**config.mk**
```make
export PLATFORM = sky130hd
export DESIGN_NAME = mac_pause_req_ctrl_flat
export DESIGN_NICKNAME = d
export VERILOG_FILES = /design/src/rtl/mac_pause_req_ctrl_pkg.sv /design/src/rtl/mac_pause_req_ctrl_if.sv /design/src/rtl/mac_pause_req_ctrl_class_fsm.sv /design/src/rtl/mac_pause_req_ctrl.sv /design/src/flat_wrapper.sv
export SDC_FILE = /design/constraint.sdc
export NUM_CORES = 1
export LEC_CHECK = 0
export BUFFER_PORTS_ARGS = -buffer_cell sky130_fd_sc_hd__buf_2
export CORE_MARGIN = 10
export CORE_UTILIZATION = 35
export CTS_BUF_LIST = sky130_fd_sc_hd__clkbuf_16
export DETAILED_ROUTE_END_ITERATION = 10
export PLACE_DENSITY = 0.55
export SLEW_MARGIN = 40
export SYNTH_ARGS = -nofsm -noshare
export SYNTH_HDL_FRONTEND = slang
export SYNTH_SLANG_ARGS = --single-unit
```
**constraint.sdc**
```tcl
create_clock -name clk -period 8.27 [get_ports clk]
set_input_delay 1.654 -clock clk [delete_from_list [all_inputs] [get_ports clk]]
set_output_delay 1.654 -clock clk [all_outputs]
set_load 0.02 [all_outputs]
```
**src/rtl/mac_pause_req_ctrl_pkg.sv**
```systemverilog
// rtl/mac_pause_req_ctrl_pkg.sv - shared types and constants for the pause request controller
package mac_pause_pkg;

    localparam int MAX_CLASS = 8;

    typedef enum logic [1:0] {
        ST_XON       = 2'd0,
        ST_XOFF_HOLD = 2'd1,
        ST_XOFF      = 2'd2
    } pause_state_e;

endpackage

```
**src/rtl/mac_pause_req_ctrl_if.sv**
```systemverilog
// rtl/mac_pause_req_ctrl_if.sv - pause request bundle from the controller to the pause transmit block
interface mac_pause_req_if;
    import mac_pause_pkg::*;

    logic                 tx_lfc_req;
    logic [MAX_CLASS-1:0] tx_pfc_req;
    logic                 tx_lfc_resend;
    logic                 tx_pfc_resend;

    modport master (output tx_lfc_req, output tx_pfc_req, output tx_lfc_resend, output tx_pfc_resend);
    modport slave  (input  tx_lfc_req, input  tx_pfc_req, input  tx_lfc_resend, input  tx_pfc_resend);
endinterface

```
**src/rtl/mac_pause_req_ctrl_class_fsm.sv**
```systemverilog
// rtl/mac_pause_req_ctrl_class_fsm.sv - one traffic class: XON/XOFF hysteresis, hold counter, crit flag (MAC_PAUSE_REQ_RESEND_EN)
module mac_pause_class_fsm
    import mac_pause_pkg::*;
#(
    parameter int LEVEL_W = 16,
    parameter int HOLD_W  = 16
) (
    input  logic               clk,
    input  logic               rst,
    input  logic               cfg_en,
    input  logic [LEVEL_W-1:0] level,
    input  logic [LEVEL_W-1:0] xoff_thresh,
    input  logic [LEVEL_W-1:0] xon_thresh,
    input  logic [LEVEL_W-1:0] crit_thresh,
    input  logic [HOLD_W-1:0]  min_hold,
    input  logic               quanta_tick,
    output logic               paused,
    output logic               xoff_evt,
    output logic               crit_rise
);

    pause_state_e       state_q, state_d;
    logic [HOLD_W-1:0]  hold_cnt_q, hold_cnt_d;
    logic               xoff_evt_q, xoff_evt_d;
    logic               crit_q, crit_d;
    logic               crit_rise_q, crit_rise_d;
    logic [LEVEL_W-1:0] eff_xon;

    // Clamping XON to XOFF keeps a misconfigured pair from oscillating.
    assign eff_xon = (xon_thresh < xoff_thresh) ? xon_thresh : xoff_thresh;

    always_comb begin
        state_d    = state_q;
        hold_cnt_d = hold_cnt_q;
        xoff_evt_d = 1'b0;
        if (!cfg_en) begin
            state_d    = ST_XON;
            hold_cnt_d = '0;
        end else begin
            case (state_q)
                ST_XON: begin
                    if (level >= xoff_thresh) begin
                        xoff_evt_d = 1'b1;
                        hold_cnt_d = min_hold;
                        state_d    = (min_hold == '0) ? ST_XOFF : ST_XOFF_HOLD;
                    end
                end
                ST_XOFF_HOLD: begin
                    if (quanta_tick) begin
                        hold_cnt_d = hold_cnt_q - 1'b1;
                        if (hold_cnt_q == HOLD_W'(1)) state_d = ST_XOFF;
                    end
                end
                ST_XOFF: begin
                    if (level < eff_xon) state_d = ST_XON;
                end
                default: begin
                    state_d    = ST_XON;
                    hold_cnt_d = '0;
                end
            endcase
        end
    end

`ifdef MAC_PAUSE_REQ_RESEND_EN
    assign crit_d = cfg_en && (state_q != ST_XON) && (level >= crit_thresh);
`else
    logic unused_crit;
    assign unused_crit = ^crit_thresh;
    assign crit_d      = 1'b0;
`endif
    assign crit_rise_d = crit_d && !crit_q;

    always_ff @(posedge clk) begin
        if (rst) begin
            state_q     <= ST_XON;
            hold_cnt_q  <= '0;
            xoff_evt_q  <= 1'b0;
            crit_q      <= 1'b0;
            crit_rise_q <= 1'b0;
        end else begin
            state_q     <= state_d;
            hold_cnt_q  <= hold_cnt_d;
            xoff_evt_q  <= xoff_evt_d;
            crit_q      <= crit_d;
            crit_rise_q <= crit_rise_d;
        end
    end

    assign paused    = (state_q != ST_XON);
    assign xoff_evt  = xoff_evt_q;
    assign crit_rise = crit_rise_q;

endmodule

```
**src/rtl/mac_pause_req_ctrl.sv**
```systemverilog
// rtl/mac_pause_req_ctrl.sv - per-class watermark pause request controller; resend strobes under MAC_PAUSE_REQ_RESEND_EN
module mac_pause_req_ctrl
    import mac_pause_pkg::*;
#(
    parameter int NUM_CLASS = 8,
    parameter int LEVEL_W   = 16,
    parameter int HOLD_W    = 16
) (
    input  logic                         clk,
    input  logic                         rst,
    input  logic [NUM_CLASS*LEVEL_W-1:0] rx_level,
    input  logic                         cfg_en,
    input  logic                         cfg_pfc_mode,
    input  logic [NUM_CLASS*LEVEL_W-1:0] cfg_xoff_thresh,
    input  logic [NUM_CLASS*LEVEL_W-1:0] cfg_xon_thresh,
    input  logic [HOLD_W-1:0]            cfg_min_hold,
    input  logic [NUM_CLASS*LEVEL_W-1:0] cfg_crit_thresh,
    input  logic                         cfg_quanta_clk_en,
    mac_pause_req_if.master              req_if,
    output logic [NUM_CLASS-1:0]         stat_class_paused,
    output logic [NUM_CLASS-1:0]         stat_xoff_evt
);

    logic [NUM_CLASS-1:0] paused;
    logic [NUM_CLASS-1:0] xoff_evt;
    logic [NUM_CLASS-1:0] crit_rise;

    for (genvar k = 0; k < NUM_CLASS; k++) begin : g_class
        mac_pause_class_fsm #(
            .LEVEL_W (LEVEL_W),
            .HOLD_W  (HOLD_W)
        ) u_fsm (
            .clk         (clk),
            .rst         (rst),
            .cfg_en      (cfg_en),
            .level       (rx_level[k*LEVEL_W +: LEVEL_W]),
            .xoff_thresh (cfg_xoff_thresh[k*LEVEL_W +: LEVEL_W]),
            .xon_thresh  (cfg_xon_thresh[k*LEVEL_W +: LEVEL_W]),
            .crit_thresh (cfg_crit_thresh[k*LEVEL_W +: LEVEL_W]),
            .min_hold    (cfg_min_hold),
            .quanta_tick (cfg_quanta_clk_en),
            .paused      (paused[k]),
            .xoff_evt    (xoff_evt[k]),
            .crit_rise   (crit_rise[k])
        );
    end

    logic                 lfc_req_q, lfc_req_d;
    logic [MAX_CLASS-1:0] pfc_req_q, pfc_req_d;
    logic                 lfc_resend_q, lfc_resend_d;
    logic                 pfc_resend_q, pfc_resend_d;
    logic [NUM_CLASS-1:0] class_paused_q, class_paused_d;
    logic [NUM_CLASS-1:0] xoff_evt_q, xoff_evt_d;

    // Mode only re-maps outputs; class state is untouched by a mode change.
    always_comb begin
        pfc_req_d = '0;
        if (cfg_pfc_mode) pfc_req_d[NUM_CLASS-1:0] = paused;
        lfc_req_d      = !cfg_pfc_mode && (|paused);
        pfc_resend_d   = cfg_pfc_mode && (|crit_rise);
        lfc_resend_d   = !cfg_pfc_mode && (|crit_rise);
        class_paused_d = paused;
        xoff_evt_d     = xoff_evt;
    end

    always_ff @(posedge clk) begin
        if (rst) begin
            lfc_req_q      <= 1'b0;
            pfc_req_q      <= '0;
            lfc_resend_q   <= 1'b0;
            pfc_resend_q   <= 1'b0;
            class_paused_q <= '0;
            xoff_evt_q     <= '0;
        end else begin
            lfc_req_q      <= lfc_req_d;
            pfc_req_q      <= pfc_req_d;
            lfc_resend_q   <= lfc_resend_d;
            pfc_resend_q   <= pfc_resend_d;
            class_paused_q <= class_paused_d;
            xoff_evt_q     <= xoff_evt_d;
        end
    end

    assign req_if.tx_lfc_req    = lfc_req_q;
    assign req_if.tx_pfc_req    = pfc_req_q;
    assign req_if.tx_lfc_resend = lfc_resend_q;
    assign req_if.tx_pfc_resend = pfc_resend_q;
    assign stat_class_paused    = class_paused_q;
    assign stat_xoff_evt        = xoff_evt_q;

endmodule

```
**src/flat_wrapper.sv**
```systemverilog
// flat-port wrapper written by rule: the top's interface ports become plain ports
module mac_pause_req_ctrl_flat import mac_pause_pkg::*;
#(
    parameter int NUM_CLASS = 8,
    parameter int LEVEL_W   = 16,
    parameter int HOLD_W    = 16
)
  (clk, rst, rx_level, cfg_en, cfg_pfc_mode, cfg_xoff_thresh, cfg_xon_thresh, cfg_min_hold, cfg_crit_thresh, cfg_quanta_clk_en, stat_class_paused, stat_xoff_evt, req_if_tx_lfc_req, req_if_tx_pfc_req, req_if_tx_lfc_resend, req_if_tx_pfc_resend);
  mac_pause_req_if req_if_i ();
  input  logic clk;
  input  logic rst;
  input  logic [NUM_CLASS*LEVEL_W-1:0] rx_level;
  input  logic cfg_en;
  input  logic cfg_pfc_mode;
  input  logic [NUM_CLASS*LEVEL_W-1:0] cfg_xoff_thresh;
  input  logic [NUM_CLASS*LEVEL_W-1:0] cfg_xon_thresh;
  input  logic [HOLD_W-1:0] cfg_min_hold;
  input  logic [NUM_CLASS*LEVEL_W-1:0] cfg_crit_thresh;
  input  logic cfg_quanta_clk_en;
  output logic [NUM_CLASS-1:0] stat_class_paused;
  output logic [NUM_CLASS-1:0] stat_xoff_evt;
  output wire logic [$bits(req_if_i.tx_lfc_req)-1:0] req_if_tx_lfc_req;
  output wire logic [$bits(req_if_i.tx_pfc_req)-1:0] req_if_tx_pfc_req;
  output wire logic [$bits(req_if_i.tx_lfc_resend)-1:0] req_if_tx_lfc_resend;
  output wire logic [$bits(req_if_i.tx_pfc_resend)-1:0] req_if_tx_pfc_resend;
  assign req_if_tx_lfc_req = req_if_i.tx_lfc_req;
  assign req_if_tx_pfc_req = req_if_i.tx_pfc_req;
  assign req_if_tx_lfc_resend = req_if_i.tx_lfc_resend;
  assign req_if_tx_pfc_resend = req_if_i.tx_pfc_resend;
  mac_pause_req_ctrl #(.NUM_CLASS(NUM_CLASS), .LEVEL_W(LEVEL_W), .HOLD_W(HOLD_W)) u_core (.clk(clk), .rst(rst), .rx_level(rx_level), .cfg_en(cfg_en), .cfg_pfc_mode(cfg_pfc_mode), .cfg_xoff_thresh(cfg_xoff_thresh), .cfg_xon_thresh(cfg_xon_thresh), .cfg_min_hold(cfg_min_hold), .cfg_crit_thresh(cfg_crit_thresh), .cfg_quanta_clk_en(cfg_quanta_clk_en), .req_if(req_if_i), .stat_class_paused(stat_class_paused), .stat_xoff_evt(stat_xoff_evt));
endmodule
```
==> metrics.csv <==
metric,value,unit
CP Capture Type,register,
combinational power share,0.425,
Worst Tran Pin Value,0.847,ns
final setup TNS,0,ns
P_leak,11.3,nW
total grt overflow,0,
RSZ-0062 raised after global routing,no,
root buffer cell,clkbuf_16,
DRT antenna net count,0,
IO Pins,560,
final instance area,0.0235,sq mm
Final Cycle Share,0.611,
final core occ,0.416,
min-delay worst type,register to register,
Longest Clk Path Bufs,2,
endpoints failing setup,0,
"Hold-fix buffers, CTS",0,
post-CTS resize count,0,
Async SR Flop Fraction,0,
Mean Syn Cell Area,7.73,sq um
CP max FO,9,
clock power share,0.274,
gr usage total,0.195,
Synth Cell Area,0.0200,sq mm
Die Y,259,um
total core area,0.0565,sq mm
Netlist cell types,89,
worst hold margin,0.437,ns
VDD IR-drop max,0.153,mV
ys flop type,dfxtp_1,
top post-synthesis cells by area,"ha_1 24%, dfxtp_1 18%, mux2i_1 5.9%",
share of the synthesized area in the top cell type,0.240,
slew margin rel.,0.433,
wire length per cell,18.5,um
register area share after synthesis,0.177,
Worst Path Arrival,5.44,ns
worst setup path class,input pin to register,
Flop pwr share,0.301,
Worst R2R Path Depth,7,
via count,20600,
total wire length,68.8,mm
placed cell areas,0.0228,sq mm
vias in the first global route,20700,
Post-synth EDFFs,0,
Rows,87,
htree depth,4,
total setup buffers inserted after CTS,0,
largest net degree at the start of global routing,62,
Final Net Count,3856,
CP Launch Type,input pin,
status,"finished, final reports clean",
Die Width,259,um
synth warn,0,
DRC,0,
DR pass1 iterations,5,
initial antenna violation count,7,
Clock Latency Late Sink,0.45,ns
Worst-path clk slew,0.07,ns
DRT iter0 DRCs,1356,
Initial Util,0.354,
CTS tree,yes,
Critical Path RT,8.66,ns
Area Growth Syn to Fin,17.6,%
clock sink count,177,
cell internal pwr,1.98,mW
Final min period,5.05,ns
worst clock skew,0.0130,ns
PD cells,136,mW/mm^2
CTS Buf Count,17,
routed vias/inst,5.54,
Max Clk Rate,198,MHz
Synth Register Bits,177,
GPL Wtd Cong,0.876,
worst hold path depth,1,
Psw,1.22,mW
I/O Buffers,429,
share of cells above drive strength 1,0.178,
"area leader, netlist",ha_1,
DP Wirelength,54.4,mm
Pins Over Slew Limit,0,
die area,0.0671,sq mm
switch share,0.382,
first-pass GRT wire length,109,mm
final hold viol count,0,
Syn Inst Count,2585,
max cap viols,0,
synthesized netlist by cell type, types with 7 or more instances:
library cell / instances
o311ai_0: 7
o21a_1: 22
nand2b_1: 32
a21oi_1: 198
or3_1: 20
nor2_1: 227
o211ai_1: 34
o2111ai_1: 22
o22ai_1: 18
dfxtp_1: 177
xnor2_1: 29
nand3_1: 59
nor2b_1: 37
buf_2: 9
nor4_1: 39
mux2i_1: 118
a31oi_1: 27
and4_1: 9
a21o_1: 54
xor2_1: 32
a211o_1: 10
nor3_1: 64
clkbuf_1: 87
o31ai_1: 16
inv_1: 184
ha_1: 384
a31o_2: 7
a41oi_1: 7
o21ai_0: 138
a22oi_1: 20
a2111oi_0: 10
or4_1: 17
buf_1: 12
nand2_1: 217
nand4_1: 39
o21ai_1: 18
nand3b_1: 13
a211oi_1: 47
power by group through the flow:
stage               registers, mW  clock network [mW]  logic (mW)
floorplan                   0.959                   0       0.952
global placement            0.978                   0        1.31
detailed placement          0.979                   0        1.35
CTS                         0.960               0.897        1.36
global route                0.970               0.932        1.54
finish                      0.963               0.877        1.36
sequential cells by signal, indices dropped and copies added, names as in the netlist:
register,cells
u_core.g_class.u_fsm.hold_cnt_q,128
u_core.g_class.u_fsm.state_q,16
u_core.g_class.u_fsm.xoff_evt,8
u_core.req_if.tx_lfc_req,1
u_core.req_if.tx_pfc_req,8
u_core.stat_class_paused,8
u_core.stat_xoff_evt,8
final timing paths:
check | from | endpoint | slack, ns
hold reg to reg | u_core.g_class[3].u_fsm.xoff_evt | u_core.stat_xoff_evt[3] | 0.44
setup / recovery | cfg_xoff_thresh[85] | u_core.g_class[5].u_fsm.state_q[1] | 3.22
setup reg to reg | u_core.g_class[4].u_fsm.state_q[0] | u_core.g_class[4].u_fsm.hold_cnt_q[5] | 5.41
hold / removal | u_core.g_class[3].u_fsm.xoff_evt | u_core.stat_xoff_evt[3] | 0.44
logic make-up (layout without fill, tap and decap cells):
group	after synthesis	after routing	share of synthesized area
other	1	9	0.000188
XOR/XNOR	61	61	0.0267
adder cells (fa/ha/maj)	384	384	0.240
multiplexers	122	122	0.0613
flip-flops	177	177	0.177
AND/OR/NAND/NOR	812	812	0.198
buffers and inverters	300	666	0.0579
AO/OA/AOI/OAI	728	728	0.239
per-stage QoR:
| stage | cells | setup WS (ns) | power (mW) |
|---|---|---|---|
| detailed placement | 3675 | 2.79 | 2.33 |
| global route | 3712 | 2.90 | 3.45 |
| floorplan | 2586 | 3.32 | 1.91 |
| global placement | 3670 | 2.73 | 2.29 |
| CTS | 3707 | 3.21 | 3.21 |
| finish | 3715 | 3.22 | 3.20 |
per-layer routing:
layer,vias to the layer above,part of all wire,global-route usage
li1,10300,-,-
met1,9583,0.45,0.247
met2,651,0.47,0.334
met3,77,0.066,0.0379
met4,2,0.016,0.0490
met5,-,0.00010,0
layout by cell type (no fill, tap or decap), types with 14 or more instances in the layout:
master and instances:
nand2_1 217, a31oi_1 27, nand2b_1 31, a21oi_1 198, ha_1 384, mux2i_1 118, clkbuf_16 17, a211oi_1 47
o31ai_1 14, dfxtp_1 174, o21ai_1 17, or4_1 17, o22ai_1 18, o2111ai_1 22, nor3_1 64, xnor2_1 29
nor2b_1 36, a22oi_1 20, o21a_1 22, a21o_1 53, nand4_1 39, o211ai_1 34, inv_1 185, buf_2 429
o21ai_0 138, nor2_1 222, xor2_1 32, or3_1 20, nand3_1 59, buf_4 15, nor4_1 39
final cells by class:
class | count | area, sq um
clock buffer | 17 | 425
sequential | 177 | 3550
timing repair buffer | 448 | 2310
multi-input combinational | 2109 | 15400
antenna | 7 | 17.5
tap | 756 | 946
inverter | 186 | 698
fill | 5735 | 33000
clock inverter | 15 | 191
worst max-delay path, stage by stage:
cell       delay [ns]
buf_2            0.09
inv_1            0.05
ha_1             0.31
a21o_1           0.19
a21o_1           0.17
a211o_1          0.28
a21oi_1          0.28
o311ai_4         0.24
buf_4            0.27
mux2i_1          0.14
ha_1             0.29
o21ai_0          0.08
nand2b_1         0.08
a21oi_1          0.06
or4_1            0.51
a2111oi_0        0.53
o211a_1          0.22
Note: power is estimated with default switching activity, not from simulation.
